## src/rtl/psum_pool.sv

```systemverilog
// Pooling stage behind the PE line: reads every PEB's psum rows, requantises them and applies 2x2 max-pooling.
// Pooled words are streamed to the output global buffer through a small credit-protected FIFO.
module psum_pool #(
  parameter int unsigned NUMPEB        = 16,
  parameter int unsigned LENPSUM       = 16,
  parameter int unsigned DATA_WIDTH    = 8,
  parameter int unsigned PSUM_WIDTH    = 23,
  parameter int unsigned SHIFT_WIDTH   = 5,
  parameter int unsigned OFIFO_DEPTH   = 4,
  parameter int unsigned OUT_ADDRWIDTH = 7
) (
  input  logic                              clk,
  input  logic                              rst_n,
  input  logic                              CTRLPOOL_Sta,
  input  logic [SHIFT_WIDTH-1:0]            CFG_Shift,
  output logic                              POOLPEB_EnRd,
  output logic [$clog2(NUMPEB)-1:0]         POOLPEB_IdRd,
  output logic [$clog2(LENPSUM)-1:0]        POOLPEB_AddrRd,
  input  logic [PSUM_WIDTH*LENPSUM-1:0]     PELPOOL_Dat,
  output logic                              POOLGBF_Val,
  input  logic                              GBFPOOL_Rdy,
  output logic [OUT_ADDRWIDTH-1:0]          POOLGBF_Addr,
  output logic [DATA_WIDTH*LENPSUM/2-1:0]   POOLGBF_Dat,
  output logic                              POOL_Busy,
  output logic                              POOL_Done
);

  localparam int unsigned IdW    = $clog2(NUMPEB);
  localparam int unsigned AddrW  = $clog2(LENPSUM);
  localparam int unsigned NumOut = LENPSUM / 2;
  localparam int unsigned OutW   = DATA_WIDTH * NumOut;
  localparam int unsigned PtrW   = $clog2(OFIFO_DEPTH);
  localparam int unsigned CntW   = PtrW + 1;
  localparam int unsigned SumW   = CntW + 1;

  typedef enum logic [1:0] {StIdle, StRd, StDrain, StDone} state_e;

  state_e                   state_q, state_d;
  logic [IdW-1:0]           id_q, id_d;
  logic [AddrW-1:0]         addr_q, addr_d;
  logic [SHIFT_WIDTH-1:0]   shift_q, shift_d;
  logic [OUT_ADDRWIDTH-1:0] out_addr_q, out_addr_d;

  logic                     rd_vld_q, rd_odd_q;
  logic                     s1_vld_q, s1_odd_q;
  logic [LENPSUM-1:0][DATA_WIDTH-1:0] s1_q, s1_d, hold_q;
  logic [CntW-1:0]          inflight_q;

  logic [OFIFO_DEPTH-1:0][OutW-1:0] fifo_q;
  logic [PtrW-1:0]          wr_ptr_q, rd_ptr_q;
  logic [CntW-1:0]          cnt_q;

  logic [SumW-1:0]          occupancy;
  logic                     credit_ok, rd_issue, even_issue, push, pop;
  logic                     last_addr, last_id;
  logic [OutW-1:0]          pooled;

  function automatic logic [DATA_WIDTH-1:0] requant(input logic [PSUM_WIDTH-1:0]  p,
                                                    input logic [SHIFT_WIDTH-1:0] sh);
    logic [PSUM_WIDTH-1:0] r;
    r = p[PSUM_WIDTH-1] ? '0 : p;
    r = r >> sh;
    return (|r[PSUM_WIDTH-1:DATA_WIDTH]) ? '1 : r[DATA_WIDTH-1:0];
  endfunction

  function automatic logic [DATA_WIDTH-1:0] max2(input logic [DATA_WIDTH-1:0] a,
                                                 input logic [DATA_WIDTH-1:0] b);
    return (a > b) ? a : b;
  endfunction

  // A pair is only started when its pooled word is guaranteed a FIFO slot.
  assign occupancy  = SumW'(cnt_q) + SumW'(inflight_q);
  assign credit_ok  = occupancy < SumW'(OFIFO_DEPTH);
  assign rd_issue   = (state_q == StRd) && (addr_q[0] || credit_ok);
  assign even_issue = rd_issue && !addr_q[0];
  assign last_addr  = addr_q == AddrW'(LENPSUM - 1);
  assign last_id    = id_q == IdW'(NUMPEB - 1);
  assign push       = s1_vld_q && s1_odd_q;
  assign pop        = (cnt_q != '0) && GBFPOOL_Rdy;

  always_comb begin
    state_d    = state_q;
    id_d       = id_q;
    addr_d     = addr_q;
    shift_d    = shift_q;
    out_addr_d = out_addr_q;
    unique case (state_q)
      StIdle: begin
        if (CTRLPOOL_Sta) begin
          state_d    = StRd;
          id_d       = '0;
          addr_d     = '0;
          shift_d    = CFG_Shift;
          out_addr_d = '0;
        end
      end
      StRd: begin
        if (rd_issue) begin
          if (last_addr) begin
            addr_d = '0;
            id_d   = id_q + IdW'(1);
            if (last_id) state_d = StDrain;
          end else begin
            addr_d = addr_q + AddrW'(1);
          end
        end
      end
      StDrain: begin
        if ((inflight_q == '0) && ((cnt_q == '0) || ((cnt_q == CntW'(1)) && pop))) begin
          state_d = StDone;
        end
      end
      StDone:  state_d = StIdle;
      default: state_d = StIdle;
    endcase
    if (pop) out_addr_d = out_addr_q + OUT_ADDRWIDTH'(1);
  end

  always_ff @(posedge clk or negedge rst_n) begin
    if (!rst_n) begin
      state_q    <= StIdle;
      id_q       <= '0;
      addr_q     <= '0;
      shift_q    <= '0;
      out_addr_q <= '0;
    end else begin
      state_q    <= state_d;
      id_q       <= id_d;
      addr_q     <= addr_d;
      shift_q    <= shift_d;
      out_addr_q <= out_addr_d;
    end
  end

  always_comb begin
    s1_d = '0;
    for (int k = 0; k < LENPSUM; k++) begin
      s1_d[k] = requant(PELPOOL_Dat[k*PSUM_WIDTH +: PSUM_WIDTH], shift_q);
    end
  end

  always_comb begin
    pooled = '0;
    for (int j = 0; j < NumOut; j++) begin
      pooled[j*DATA_WIDTH +: DATA_WIDTH] = max2(max2(hold_q[2*j], hold_q[2*j+1]),
                                                max2(s1_q[2*j], s1_q[2*j+1]));
    end
  end

  // Read data returns one cycle after the strobe; stage 1 registers the lane ops.
  always_ff @(posedge clk or negedge rst_n) begin
    if (!rst_n) begin
      rd_vld_q   <= 1'b0;
      rd_odd_q   <= 1'b0;
      s1_vld_q   <= 1'b0;
      s1_odd_q   <= 1'b0;
      s1_q       <= '0;
      hold_q     <= '0;
      inflight_q <= '0;
    end else begin
      rd_vld_q <= rd_issue;
      rd_odd_q <= addr_q[0];
      s1_vld_q <= rd_vld_q;
      s1_odd_q <= rd_odd_q;
      if (rd_vld_q) s1_q <= s1_d;
      if (s1_vld_q && !s1_odd_q) hold_q <= s1_q;
      case ({even_issue, push})
        2'b10:   inflight_q <= inflight_q + CntW'(1);
        2'b01:   inflight_q <= inflight_q - CntW'(1);
        default: ;
      endcase
    end
  end

  always_ff @(posedge clk or negedge rst_n) begin
    if (!rst_n) begin
      fifo_q   <= '0;
      wr_ptr_q <= '0;
      rd_ptr_q <= '0;
      cnt_q    <= '0;
    end else begin
      if (push) begin
        fifo_q[wr_ptr_q] <= pooled;
        wr_ptr_q         <= wr_ptr_q + PtrW'(1);
      end
      if (pop) rd_ptr_q <= rd_ptr_q + PtrW'(1);
      case ({push, pop})
        2'b10:   cnt_q <= cnt_q + CntW'(1);
        2'b01:   cnt_q <= cnt_q - CntW'(1);
        default: ;
      endcase
    end
  end

  assign POOLPEB_EnRd   = rd_issue;
  assign POOLPEB_IdRd   = id_q;
  assign POOLPEB_AddrRd = addr_q;
  assign POOLGBF_Val    = cnt_q != '0;
  assign POOLGBF_Dat    = fifo_q[rd_ptr_q];
  assign POOLGBF_Addr   = out_addr_q;
  assign POOL_Busy      = (state_q == StRd) || (state_q == StDrain);
  assign POOL_Done      = state_q == StDone;

endmodule

```

## config.mk

```make
export PLATFORM = sky130hd
export DESIGN_NAME = psum_pool
export DESIGN_NICKNAME = d
export VERILOG_FILES = /design/src/rtl/psum_pool.sv
export SDC_FILE = /design/constraint.sdc
export NUM_CORES = 2
export LEC_CHECK = 0
export ABC_AREA = 1
export CAP_MARGIN = 20
export CELL_PAD_IN_SITES_DETAIL_PLACEMENT = 0
export CELL_PAD_IN_SITES_GLOBAL_PLACEMENT = 1
export CORE_MARGIN = 5
export CORE_UTILIZATION = 30
export DETAILED_ROUTE_END_ITERATION = 10
export PLACE_DENSITY_LB_ADDON = 0.05
export SETUP_SLACK_MARGIN = 0.15
export SLEW_MARGIN = 20
export SYNTH_ARGS = -nofsm -noshare
export SYNTH_HDL_FRONTEND = slang
export SYNTH_SLANG_ARGS = --single-unit
```

## constraint.sdc

```tcl
create_clock -name clk -period 9.7 [get_ports clk]
set_clock_uncertainty 0.15 [all_clocks]
set_input_delay 2.425 -clock clk [delete_from_list [all_inputs] [get_ports clk]]
set_output_delay 2.425 -clock clk [all_outputs]
set_load 0.1 [all_outputs]
```

**Word level (Yosys, flattened, before mapping)**

Index checks and enable logic that the tools add are counted.
W data, S select, Z words.

- Equal/unequal tests: 15
- Bitwise operators: 0
- Add/subtract/negate cells: 10
- Multiplexer cells: 79
- Shift-type cells: 16
- Div/mod/pow operators: 0
- Multipliers: 0
- Reductions and logical operators: 43
- Order comparisons: 28

Operators by type and width:

| operator | count |
|---|---|
| $shr A22 B5 Y23 | 16 |
| $mux W22 | 16 |
| $mux W8 | 40 |
| $bwmux W256 | 1 |
| $reduce_or A15 Y1 | 16 |
| $gt A8 B8 Y1 | 24 |
| $bmux W64 S2 | 1 |
| $demux W64 S2 | 1 |
| $mux W64 | 2 |
| $mux W7 | 3 |
| $mux W4 | 5 |
| $pmux W4 S2 | 2 |
| $pmux W3 S2 | 2 |
| $mux W2 | 5 |
| $ne A2 B2 Y1 const B | 5 |
| $reduce_bool A2 Y1 | 5 |
| $add A4 B1 Y4 const B | 2 |
| $eq A2 B2 Y1 const B | 4 |
| $eq A4 B4 Y1 const B | 2 |
| $logic_and A1 B1 Y1 | 8 |
| $pmux W2 S4 | 1 |
| $add A7 B1 Y7 const B | 1 |
| $add A3 B1 Y3 const B | 2 |
| $eq A2 B1 Y1 const B | 3 |
| 16 further kinds | 24 |

- Memories: 0
- Memory bits (writable): 0
- Bits in registers: 548
- Logic and storage cells: 240
- Input port bits: 377
- Latch bits: 0
- Memory bits (read-only): 0

**Logic depth before layout (Yosys ltp)**

- Depth in word-level cells: 7
- Gate-level depth with buffers: 23

**Least setup slack after synthesis**

OpenSTA, ideal clock, no wires.

- Kind: register -> output
- From: register rd_ptr_q[0]
- To: output port POOLGBF_Dat[57]
- Arrival time: 2.750 ns
- Setup slack: 4.375 ns
- Stages on the path, launching flop included: 7
- Path buffers: 3
- Data required time: 7.125 ns
- Cell sequence: dfrtp_1 clkbuf_1 inv_1 clkbuf_1 clkbuf_1 o21ai_0 o22ai_1

- Word-level cells in the longest chain between the ends: 2

Ends and longest elaborated chain:

| item | line | source |
|---|---|---|
| start: declaration | 50 | `logic [PtrW-1:0] wr_ptr_q, rd_ptr_q;` |
| start signal: assignment | 186 | `if (pop) rd_ptr_q <= rd_ptr_q + PtrW'(1);` |
| $bmux W64 S2 | 199 | `assign POOLGBF_Dat = fifo_q[rd_ptr_q];` |
| $mux W64 (not written as such) | 199 |  |
| end: declaration | 23 | `output logic [DATA_WIDTH*LENPSUM/2-1:0] POOLGBF_Dat,` |

No other way between the ends. The select of a mux whose other input is x is not followed.

**Worst setup path after layout**

- From: register rd_ptr_q[0]
- To: output port POOLGBF_Dat[3]

The elaborated chain is that of the path after synthesis.

==> metrics.md <==
| Metric | Value |
|---|---|
| Delay of the slowest cell on the worst path | `1210 ps` |
| Height of the die | `401.0 um` |
| Chip Width | `401.0 um` |
| CTS sink cnt | `548` |
| Setup crit end kind | `output pin` |
| Resize count post-CTS | `0` |
| Post-synthesis compound-gate area fraction | `12.38%` |
| Post-DR wirelength/cell | `20.94 um` |
| Tot GR Track Use | `23.92%` |
| Mux share of post-synthesis cell area | `1.372%` |
| Final worst path period share | `67.44%` |
| Max_slew headroom | `23.83%` |
| Fill cells | `16810` |
| Post-Route WL | `199700 um` |
| #FFs+latches synth | `548` |
| RSZ-0062 raised after global routing | `false` |
| FFs w/ async S/R, synth | `100.0%` |
| Commonest cells after routing, fill and taps aside | `nand2_1 (2455), nand3_1 (1599), dfrtp_1 (541)` |
| Critical R2R Launch | `shift_q[1]$_DFFE_PN0P_` |
| Top FF cell, synth | `dfrtp_1` |
| WP buf/inv | `2` |
| Combinational family with the most area after synthesis | `simple AND/OR/NAND/NOR gates` |
| Final Core Density | `35.52%` |
| # placed instances | `9406` |
| CTS buffer count | `71` |
| Area of the core | `151900 um^2` |
| Antenna viol nets, final | `0` |
| Critical Path, Cell by Cell | `buf_4 > o21ai_0 > o22ai_1 > clkdlybuf4s50_1` |
| Mapped Area | `45870 um^2` |
| Synth Area in Adders | `5.799%` |
| Clock Tree Buf Depth | `3` |
| # DRC | `0` |
| Commonest non-fill, non-tap cell in the layout | `nand2_1` |
| Cell count of the worst reg-to-reg path | `11` |
| Gate Count Post-Synth | `7326` |
| Row cnt | `143` |
| Post-synth EDFFs | `0` |
| Simple-gate share of the synthesized area | `42.32%` |
| Crit Path Max Fanout | `77` |
| RePlAce Congestion | `0.8641` |
| Largest net degree at the start of global routing | `246` |
| GRT overflow | `0` |
| CP max stage cell | `clkdlybuf4s50_1` |
| Number of buffers added to fix hold violations after cts | `0` |
| Via Count | `50320` |
| Sequential area share after synthesis | `29.90%` |
| Area occupied by multi-input gates | `28480 um^2` |
| Global-route wire length before repair | `304300 um` |
| IO Port Bufs | `459` |
| Xor/xnor share of the synthesized area | `0.1528%` |
| Finished Layout Cells | `9536` |
| WHS Path Cells | `0` |
| Synth unique cells | `42` |
| Final setup viols | `0` |
| Die area | `160800 um^2` |
| Syn-to-layout area delta | `17.64%` |
| Hold Path Sink | `s1_odd_q$_DFF_PN0_` |
| Initial antenna violation count | `17` |
| Fmax | `152.9 MHz` |
| Required @ worst endpoint | `7130 ps` |
| Final Hold Fails | `0` |
| TritonRoute pass-1 iters | `6` |
| Postcts setup bufs | `0` |
| Post-DP HPWL | `148100 um` |
| Synth Warn # | `0` |
| CTS tree | `built` |
| Worst hold start | `rd_odd_q$_DFF_PN0_` |
| Iter 0 DRT Violations | `4640` |
| Drt via density | `5.277` |
| Final #Nets | `8038` |
| R2R Setup Slk | `5070 ps` |
| Period minus WS final | `6541 ps` |
| Worst Tran Pin Value | `1143 ps` |
| Syn_area_per_cell | `6.261 um^2` |
| Share of cells above drive strength 1 | `3.720%` |
| Worst min path class | `flop to flop` |
| WS Path Type | `flop to output pin` |
| Worst-path clk slew | `60 ps` |
| Max-cap violations | `0` |
| Flip-flop and latch area | `13740 um^2` |
| Worst skew pair latency | `670 ps` |
| Initial Utilization | `30.20%` |
| Status | `complete, no violations` |
| Family with the most delay on the worst path | `buffers and inverters` |
| Sum Neg Setup Slack | `0 ps` |
| Htree depth | `3` |
| Number of global-route vias before repair | `47330` |
| I/O Pins | `460` |
| Critical R2R Capture | `s1_q[16]$_DFFE_PN0P_` |
| Slew Viols, Final | `0` |
| Mapped Nets | `7915` |
| Worst Path Arrival | `3970 ps` |
| Root buf cell | `clkbuf_16` |
| Startpoint types | `flop` |
## kinds of logic (layout without fill, tap and decap cells)
group | Yosys count | count (layout)
AND/OR/NAND/NOR | 4571 | 4571
AO/OA/AOI/OAI | 1013 | 1013
buffers and inverters | 918 | 1092
flip-flops | 548 | 548
adder cells (fa/ha/maj) | 212 | 212
multiplexers | 56 | 56
XOR/XNOR | 8 | 8
other | 0 | 6
## metrics by stage
| stage | hold WS, ps | instance area (um^2) | setup WS (ps) |
|---|---|---|---|
| after floorplan | 181.2 | 45870 | 4375 |
| after global placement | 188.5 | 51570 | 3898 |
| after detailed placement | 194.3 | 51590 | 3856 |
| after CTS | 204.6 | 53950 | 3133 |
| after global routing | 203.9 | 53950 | 2973 |
| final | 201.7 | 53960 | 3159 |
## per-layer routing
metal  up-vias  share of wire (%)  GRT usage [%]
met5         -              0.051              0
met4        12               0.93          3.366
met3       114                6.7          4.596
met2      1482                 37          31.44
met1     23910                 55          39.86
li1      24800                  -              -
## state kept, by name, summed over array words and instances (netlist names), 3 cells and up
register	cells
POOLPEB_IdRd	4
cnt_q	3
inflight_q	3
POOLGBF_Addr	7
fifo_q	256
POOLPEB_AddrRd	4
s1_q	128
hold_q	128
shift_q	5
## cells in the mapped netlist (all sizes together) (7+ instances only)
library cell	instances	area [um^2]
a21oi	212	1061
a31oi	10	62.56
and2	7	43.79
buf	236	1146
clkbuf	226	848.3
clkinv	8	30.03
dfrtp	548	13710
ha	211	2640
inv	448	1684
mux2	55	619.3
nand2	2466	9271
nand3	1599	8003
nand4	41	256.5
nor2	434	1694
o211ai	185	1389
o21ai	522	2613
o22ai	67	419.2
or2	16	100.1
## worst max-delay path by stage
stage / from / endpoint / slack (ps) / cells past startpoint
after global routing: rd_ptr_q[0]$_DFFE_PN0P_ / POOLGBF_Dat[3] / 2970 / 4
final: rd_ptr_q[0]$_DFFE_PN0P_ / POOLGBF_Dat[3] / 3160 / 4
after floorplan: rd_ptr_q[0]$_DFFE_PN0P_ / POOLGBF_Dat[57] / 4370 / 6
after CTS: rd_ptr_q[0]$_DFFE_PN0P_ / POOLGBF_Dat[3] / 3130 / 4
after detailed placement: rd_ptr_q[0]$_DFFE_PN0P_ / POOLGBF_Dat[3] / 3860 / 4
after global placement: rd_ptr_q[0]$_DFFE_PN0P_ / POOLGBF_Dat[3] / 3900 / 4
## final cells by class
cell class | instances | share of cell area (%)
Inverter | 456 | 3.230
Clock buffer | 99 | 3.673
Tap cell | 2030 | 4.707
Sequential cell | 548 | 25.46
Antenna cell | 6 | 0.02782
Multi-Input combinational cell | 5860 | 52.77
Timing Repair Buffer | 512 | 9.437
Clock inverter | 25 | 0.6979
Power is not shown: default switching activity piles up to over one toggle a cycle in this logic, so the estimate is an artifact.
